[src/rtl/frog_pkg.sv]
// Shared types and constants for the frog game controller: state encoding,
// screen limits, coordinate widths and the frog start box.
package frog_pkg;

    localparam int unsigned X_W = 10;
    localparam int unsigned Y_W = 9;

    localparam int unsigned SCREEN_H_MAX = 640;
    localparam int unsigned SCREEN_V_MAX = 480;

    // Frog start box as placed by the frog mover while pseudo is low
    localparam int unsigned START_L = 310;
    localparam int unsigned START_R = 330;
    localparam int unsigned START_T = 415;
    localparam int unsigned START_B = 435;

    typedef logic [1:0] state_t;

    localparam state_t ST_RESPAWN = 2'd0;
    localparam state_t ST_PLAY    = 2'd1;
    localparam state_t ST_HIT     = 2'd2;
    localparam state_t ST_OVER    = 2'd3;

endpackage

[src/rtl/box_overlap.sv]
// Strict axis-aligned box intersection; boxes that only share an edge do not overlap.
module box_overlap
    import frog_pkg::*;
(
    input  logic [X_W-1:0] a_l,
    input  logic [X_W-1:0] a_r,
    input  logic [Y_W-1:0] a_t,
    input  logic [Y_W-1:0] a_b,
    input  logic [X_W-1:0] b_l,
    input  logic [X_W-1:0] b_r,
    input  logic [Y_W-1:0] b_t,
    input  logic [Y_W-1:0] b_b,
    output logic           overlap_c
);

    assign overlap_c = (a_l < b_r) && (a_r > b_l) && (a_t < b_b) && (a_b > b_t);

endmodule

[src/rtl/frog_game_ctrl.sv]
// Frog game controller: per-frame collision/goal detection, lives, score and
// the active-low respawn strobe returned to the frog mover.
module frog_game_ctrl
    import frog_pkg::*;
#(
    parameter int unsigned N_HAZ        = 4,
    parameter int unsigned LIVES_INIT   = 3,
    parameter int unsigned DEATH_FRAMES = 30,
    parameter int unsigned GOAL_Y       = 40,
    parameter int unsigned SCORE_W      = 8,
    parameter int unsigned H_MAX        = SCREEN_H_MAX,
    parameter int unsigned V_MAX        = SCREEN_V_MAX
) (
    input  logic                   clk_in,
    input  logic                   reset_in,
    input  logic                   frame_tick,
    input  logic                   start_btn,
    input  logic [X_W-1:0]         frogL,
    input  logic [X_W-1:0]         frogR,
    input  logic [Y_W-1:0]         frogT,
    input  logic [Y_W-1:0]         frogB,
    input  logic [N_HAZ*X_W-1:0]   haz_l,
    input  logic [N_HAZ*X_W-1:0]   haz_r,
    input  logic [N_HAZ*Y_W-1:0]   haz_t,
    input  logic [N_HAZ*Y_W-1:0]   haz_b,
    output logic                   pseudo,
    output logic [1:0]             lives,
    output logic [SCORE_W-1:0]     score,
    output logic                   dying,
    output logic                   game_over
);

    localparam int unsigned CNT_W = (DEATH_FRAMES > 1) ? $clog2(DEATH_FRAMES) : 1;

    logic [N_HAZ-1:0] overlap_c;
    logic             oob_c;
    logic             hit_c;
    logic             goal_c;

    state_t             state, state_nxt;
    logic [CNT_W-1:0]   death_cnt, death_cnt_nxt;
    logic [1:0]         lives_nxt;
    logic [SCORE_W-1:0] score_nxt;
    logic               pseudo_nxt, dying_nxt, game_over_nxt;

    for (genvar i = 0; i < N_HAZ; i++) begin : g_haz
        box_overlap u_overlap (
            .a_l       (frogL),
            .a_r       (frogR),
            .a_t       (frogT),
            .a_b       (frogB),
            .b_l       (haz_l[X_W*i +: X_W]),
            .b_r       (haz_r[X_W*i +: X_W]),
            .b_t       (haz_t[Y_W*i +: Y_W]),
            .b_b       (haz_b[Y_W*i +: Y_W]),
            .overlap_c (overlap_c[i])
        );
    end

    // Out-of-bounds also traps a frog mover that wrapped below zero
    assign oob_c  = (frogR > X_W'(H_MAX)) || (frogB > Y_W'(V_MAX));
    assign hit_c  = (|overlap_c) || oob_c;
    assign goal_c = (frogT <= Y_W'(GOAL_Y));

    always_comb begin
        state_nxt     = state;
        death_cnt_nxt = death_cnt;
        lives_nxt     = lives;
        score_nxt     = score;
        dying_nxt     = dying;
        game_over_nxt = game_over;

        case (state)
            ST_RESPAWN: state_nxt = ST_PLAY;
            ST_PLAY: begin
                if (frame_tick && hit_c) begin
                    state_nxt     = ST_HIT;
                    lives_nxt     = lives - 2'd1;
                    death_cnt_nxt = CNT_W'(DEATH_FRAMES - 1);
                    dying_nxt     = 1'b1;
                end else if (frame_tick && goal_c) begin
                    state_nxt = ST_RESPAWN;
                    score_nxt = (&score) ? score : score + SCORE_W'(1);
                end
            end
            ST_HIT: begin
                if (frame_tick) begin
                    if (death_cnt == '0) begin
                        dying_nxt = 1'b0;
                        if (lives == 2'd0) begin
                            state_nxt     = ST_OVER;
                            game_over_nxt = 1'b1;
                        end else begin
                            state_nxt = ST_RESPAWN;
                        end
                    end else begin
                        death_cnt_nxt = death_cnt - CNT_W'(1);
                    end
                end
            end
            default: begin
                if (start_btn) begin
                    state_nxt     = ST_RESPAWN;
                    lives_nxt     = 2'(LIVES_INIT);
                    score_nxt     = '0;
                    game_over_nxt = 1'b0;
                end
            end
        endcase

        // Frog mover is released only while the frog is alive on screen
        pseudo_nxt = (state_nxt == ST_PLAY) || (state_nxt == ST_HIT);
    end

    always_ff @(posedge clk_in or negedge reset_in) begin
        if (!reset_in) begin
            state     <= ST_RESPAWN;
            death_cnt <= '0;
            pseudo    <= 1'b0;
            lives     <= 2'(LIVES_INIT);
            score     <= '0;
            dying     <= 1'b0;
            game_over <= 1'b0;
        end else begin
            state     <= state_nxt;
            death_cnt <= death_cnt_nxt;
            pseudo    <= pseudo_nxt;
            lives     <= lives_nxt;
            score     <= score_nxt;
            dying     <= dying_nxt;
            game_over <= game_over_nxt;
        end
    end

endmodule

[config.mk]
export PLATFORM = sky130hd
export DESIGN_NAME = frog_game_ctrl
export DESIGN_NICKNAME = d
export VERILOG_FILES = /design/src/rtl/frog_pkg.sv /design/src/rtl/box_overlap.sv /design/src/rtl/frog_game_ctrl.sv
export SDC_FILE = /design/constraint.sdc
export NUM_CORES = 1
export LEC_CHECK = 0
export ABC_AREA = 1
export CORE_MARGIN = 2
export CORE_UTILIZATION = 30
export CTS_CLUSTER_DIAMETER = 40
export DETAILED_ROUTE_END_ITERATION = 8
export GPL_ROUTABILITY_DRIVEN = 0
export SLEW_MARGIN = 20
export SYNTH_ARGS = -nofsm -noshare
export SYNTH_HDL_FRONTEND = slang
export SYNTH_SLANG_ARGS = --single-unit
[constraint.sdc]
create_clock -name clk_in -period 2.77 [get_ports clk_in]
set_input_delay 0.4155 -clock clk_in [delete_from_list [all_inputs] [get_ports clk_in]]
set_output_delay 0.4155 -clock clk_in [all_outputs]
set_load 0.02 [all_outputs]
# [Yosys cells after proc, flatten, opt, wreduce, memory -nomap -nowiden]
# Index checks and enable logic that the tools add are counted.
[totals] register_bits=20 input_bits=194 out_inout_bits=13 word_cells=103
[classes] n_addsub=3 order_cmp=19 n_eq_ne=12 n_mux=28 n_bitwise=2 reduce_logical=32
[ops] cell="$gt 10x10->1" n=4
[ops] cell="$lt 10x10->1" n=4
[ops] cell="$gt 9x9->1" n=4
[ops] cell="$lt 9x9->1" n=4
[ops] cell="$mux 8" n=4
[ops] cell="$mux 2" n=8
[ops] cell="$ne 2x2->1 const B" n=8
[ops] cell="$pmux 8 s2" n=1
[ops] cell="$mux 5" n=3
[ops] cell="$logic_and 1x1->1" n=14
[ops] cell="$gt 10x10->1 const B" n=1
[ops] cell="$pmux 5 s2" n=1
[ops] cell="$reduce_and 5->1" n=2
[ops] cell="$gt 9x9->1 const B" n=1
[ops] cell="$le 9x6->1 const B" n=1
[ops] cell="$add 8x1->8 const B" n=1
[ops] cell="$reduce_and 4->1" n=2
[ops] cell="$reduce_and 8->1" n=1
[ops] cell="$mux 1" n=7
[ops] cell="$pmux 2 s3" n=1
[ops] cell="$reduce_bool 2->1" n=3
[ops] cell="$logic_not 5->1" n=1
[ops] cell="$sub 5x1->5 const B" n=1
[ops] cell="$eq 2x1->1 const B" n=2
[ops] cell="other kinds (10)" n=17

# [Logic depth before layout (Yosys ltp)]
[logic_depth] depth_word=11 ltp_mapped=20 mapped_depth_nobuf=20

# [Modules after synthesis]
# From an unflattened synthesis, not the netlist that was laid out.
[unflattened] hier_cells=860 hier_area_um2=5363.9
[by_module_without_submodules] mod="box_overlap" n_inst=4 cells_per_inst=168 area_each_um2=1012.2 seq_area_each_um2=0.0
[by_module_without_submodules] mod="frog_game_ctrl" n_inst=1 cells_per_inst=188 area_each_um2=1315.0 seq_area_each_um2=503.0

# [Worst setup path before layout]
# Ideal clock, no wire load.
[synth_path] kind="in2reg" start="input haz_t[35]" end="register score[6]" setup_time_ns=0.118 arrival_ns=1.854 required_ns=2.652 slack_ns=0.798 path_stages=16 n_path_buf=1 path_cell_list="inv_1 -> ha_1 -> a21o_1 -> nor2_1 -> nand3_1 -> nand2_1 -> inv_1 -> nand3_1 -> nand2_1 -> nor2_2 -> nand2_2 -> nand3_4 -> nand3_4 -> buf_12 -> nand2_4 -> o21ai_2"
[synth_via] elab_chain_cells=7
[synth_rtl] item="start: declaration" line="frog_game_ctrl.sv:24" text="input logic [N_HAZ*Y_W-1:0] haz_t,"
[synth_rtl] item="$gt 9x9->1" line="box_overlap.sv:16" text="assign overlap_c = (a_l < b_r) && (a_r > b_l) && (a_t < b_b) && (a_b > b_t);"
[synth_rtl] item="$logic_and 1x1->1" line="box_overlap.sv:16"
[synth_rtl] item="$reduce_or 4->1" line="frog_game_ctrl.sv:62" text="assign hit_c = (|overlap_c) || oob_c;"
[synth_rtl] item="$logic_or 1x1->1" line="frog_game_ctrl.sv:62"
[synth_rtl] item="$logic_and 1x1->1" line="frog_game_ctrl.sv:76" text="if (frame_tick && hit_c) begin"
[synth_rtl] item="$ne 2x2->1 (no line)"
[synth_rtl] item="$reduce_and 5->1 (no line)"
[synth_rtl] item="end signal: assignment" line="frog_game_ctrl.sv:129" text="score <= score_nxt;"
[synth_rtl] item="end: declaration" line="frog_game_ctrl.sv:28" text="output logic [SCORE_W-1:0] score,"
# Every way passes these cells.
# A chain may end at the register's enable or synchronous reset.

# [Final worst setup path]
[layout_path] start="input frogR[4]" end="register death_cnt[1]"
[layout_via] elab_chain_cells=9 word_cells_on_any_way=23 classes_between="order compare: 5; eq/ne: 1; reduce/logical: 17"
[layout_rtl] item="start: declaration" line="frog_game_ctrl.sv:19" text="input logic [X_W-1:0] frogR,"
[layout_rtl] item="$gt 10x10->1" line="box_overlap.sv:16"
[layout_rtl] item="$logic_and 1x1->1 (3 in a row)" line="box_overlap.sv:16"
[layout_rtl] item="$reduce_or 4->1" line="frog_game_ctrl.sv:62"
[layout_rtl] item="$logic_or 1x1->1 *" line="frog_game_ctrl.sv:62"
[layout_rtl] item="$logic_and 1x1->1 *" line="frog_game_ctrl.sv:76"
[layout_rtl] item="$ne 2x2->1 (no line) *"
[layout_rtl] item="$reduce_and 4->1 (no line) *"
[layout_rtl] item="end signal: assignment" line="frog_game_ctrl.sv:126" text="death_cnt <= death_cnt_nxt;"
[layout_rtl] item="end: declaration" line="frog_game_ctrl.sv:41" text="logic [CNT_W-1:0] death_cnt, death_cnt_nxt;"
# Mark *: on every way between the ends. The rest lies on a longest branch, timed or not.

==> flow_metrics.env <==
export IMPL_die_y_um=137
export IMPL_setup_worst_path_end_class="register"
export IMPL_start_util_pct=30.6
export IMPL_ys_flop_type="dfrtp_1"
export IMPL_worst_slew_pin_slew_ns=0.838
export IMPL_die_area_sq_um=18700
export IMPL_drive_gt1_share_pct=5.32
export IMPL_fmax_mhz=400
export IMPL_synth_cell_types=35
export IMPL_via_count=5573
export IMPL_crit_type="input pin to register"
export IMPL_max_cap_violations=0
export IMPL_worstPathMaxFanout=10
export IMPL_timing_final_crit_share_pct=90.2
export IMPL_cts_setup_buffers=0
export IMPL_drtIter0Drc=178
export IMPL_ys_seq_area_share_pct=9.53
export IMPL_cellPowerDensity_nw_per_um2=329
export IMPL_synthToLayoutAreaGrowth_pct=48.7
export IMPL_synth_edff_count=0
export IMPL_track_usage_pct=16.5
export IMPL_dp_hpwl_um=13900
export IMPL_hp_class="register to register"
export IMPL_synth_top_area_share_pct=34.9
export IMPL_clockBufferDepth=2
export IMPL_antenna_found_initial=1
export IMPL_synthesis_area_sq_um=5280
export IMPL_cts_htree_levels=1
export IMPL_slew_violations=0
export IMPL_synth_top_area_cell="ha_1"
export IMPL_placed_cell_area_sq_um=7720
export IMPL_utilization_pct=45.5
export IMPL_portBuffers=206
export IMPL_peakVddDrop_uv=374
export IMPL_synthTopCellsByArea="ha_1 (35%), inv_1 (15%), nand2_1 (13%), dfrtp_1 (8.5%), a21oi_1 (5.0%)"
export IMPL_skew_ns=0.00545
export IMPL_synth_common_cells="inv_1 (215), nand2_1 (189), ha_1 (147)"
export IMPL_critical_path_required_ns=2.90
export IMPL_hold_viol_final=0
export IMPL_cts_sinks=20
export IMPL_rows=48
export IMPL_drtPass1Iterations=4
export IMPL_cts_tree="built"
export IMPL_syn_num_nets=1167
export IMPL_nets=1394
export IMPL_io_pins=207
export IMPL_grt_first_pass_wirelength_um=25400
export IMPL_fp_coreArea_sq_um=17200
export IMPL_worstPathArrival_ns=2.63
export IMPL_vias_per_cell=4.36
export IMPL_seq_area_sq_um=503
export IMPL_clock_root_buffer="clkbuf_16"
export IMPL_period_minus_slack_ns=2.50
export IMPL_multiInputGateArea_sq_um=3960
export IMPL_p_leak_nw=4.39
export IMPL_die_w_um=137
export IMPL_rsz0062_at_grt="false"
export IMPL_clock_insertion_delay_worst_skew_ns=0.25
export IMPL_synthCells=826
export IMPL_drtAntennaViolNets=0
export IMPL_fill_cells=1781
export IMPL_critPathLaunchType="input pin"
export IMPL_cts_reportedPaths_clkPinSlew_ns=0.05
export IMPL_setup_viol=0
export IMPL_cts_inserted_buffers=3
export IMPL_ys_warn_count=0
export IMPL_wl_per_cell_um=12.2
export IMPL_fin_area_sq_um=7850
export IMPL_grt_overflow=0
export IMPL_grt_pass1_vias=5467
export IMPL_routed_wl_um=15600
export IMPL_grt_max_degree=20
export IMPL_outcome="finished clean"
export IMPL_slew_headroom_pct=44.0
export IMPL_async_reset_ff_share_pct=100
export IMPL_ys_seq_elements=20
export IMPL_drc=0
export IMPL_syn_avg_cell_area_sq_um=6.39
export IMPL_synthMostInstantiatedCell="inv_1"
layout make-up:
class | count | share of cell area [%]
Antenna cell | 1 | 0.0319
Clock buffer | 4 | 1.13
Inverter | 216 | 10.3
Multi-Input combinational cell | 589 | 50.4
Sequential cell | 20 | 6.41
Tap cell | 225 | 3.59
Timing Repair Buffer | 223 | 28.1
cell usage in the layout (no fill, tap or decap), types with 4 or more instances in the layout:
| cell | count |
|---|---|
| a21oi_1 | 53 |
| a21o_1 | 9 |
| clkdlybuf4s50_1 | 201 |
| nand3_1 | 33 |
| dfrtp_1 | 18 |
| nor3_1 | 7 |
| buf_4 | 17 |
| nor2_1 | 56 |
| nand4_1 | 14 |
| o21a_1 | 8 |
| inv_1 | 215 |
| nand2_1 | 189 |
| o21ai_1 | 9 |
| or2_2 | 6 |
| dlymetal6s2s_1 | 5 |
| nor2_2 | 9 |
| o21ai_0 | 14 |
| nand3b_1 | 4 |
| o21ai_2 | 8 |
| ha_1 | 147 |
sequential cells by signal (all words and copies together) (netlist names):
register   cells
score          8
death_cnt      5
lives          2
state          2
dying          1
game_over      1
pseudo         1
stage by stage:
stage | power [mW] | cells | setup WS, ns | hold WS (ns) | setup TNS, ns
5_1_grt | 2.88 | 1277 | 0.00618 | 0.525 | 0
6_report | 2.58 | 1278 | 0.273 | 0.483 | 0
2_1_floorplan | 1.56 | 826 | 0.798 | 0.120 | 0
3_5_place_dp | 2.24 | 1272 | -0.0962 | 0.470 | -1.09
3_3_place_gp | 2.21 | 1272 | -0.0622 | 0.476 | -0.564
4_1_cts | 2.57 | 1276 | 0.164 | 0.484 | 0
logic make-up (layout without fill, tap and decap cells):
kind of cell	after synthesis	count (layout)	share of synthesized area (%)
compound gates	110	110	12.3
buf+inv	218	443	15.8
other cells	0	1	0
simple gates	330	331	27.3
xor+xnor	1	1	0.166
flops	20	20	9.53
fa+ha+maj	147	147	34.9
path summary, 6_finish.rpt:
path	start	to	slack (ns)	depth (start not counted)
worst min register to register	dying$_DFFE_PN0P_	dying$_DFFE_PN0P_	0.48	2
worst max register to register	death_cnt[0]$_DFFE_PN0P_	pseudo$_DFF_PN0_	0.83	10
worst max-delay path	frogR[4]	death_cnt[1]$_DFFE_PN0P_	0.27	17
max in group asynchronous	reset_in	lives[0]$_DFFE_PN1P_	1.48	2
min in group asynchronous	reset_in	score[3]$_DFFE_PN0P_	0.65	1
worst min-delay path	dying$_DFFE_PN0P_	dying$_DFFE_PN0P_	0.48	2
routing by layer:
| layer | part of all wire (%) | GRT usage [%] |
|---|---|---|
| met1 | 47 | 21.9 |
| met2 | 46 | 29.2 |
| met3 | 5.2 | 2.15 |
| met4 | 1.1 | 2.26 |
| met5 | 0 | 0 |
where the power goes:
group / leakage (nW) / internal (mW) / switching [mW]
clock network: 0.0442 / 0.220 / 0.102
registers: 0.251 / 0.419 / 0.0983
logic: 4.09 / 0.806 / 0.936
total: 4.39 / 1.44 / 1.14
repair_timing:
item	in CTS	in global routing
setup endpoints to repair	0	13
gates resized for setup	0	7
hold buffers	0	0
critical path: stages:
cell and delay [ns]:
clkdlybuf4s50_1 0.53, ha_1 0.34, nand2_1 0.07, nor2_2 0.16, nand3_1 0.09, nand3_1 0.09, nand2_1 0.05, nor2_1 0.10
nand3_1 0.09, nand2_1 0.08, nor2_2 0.04, nand2_2 0.10, nand2_1 0.08, nand2_1 0.11, nand2_2 0.13, nand2_1 0.08
o21ai_1 0.06
No activity file was read; power rests on OpenSTA's default activity.
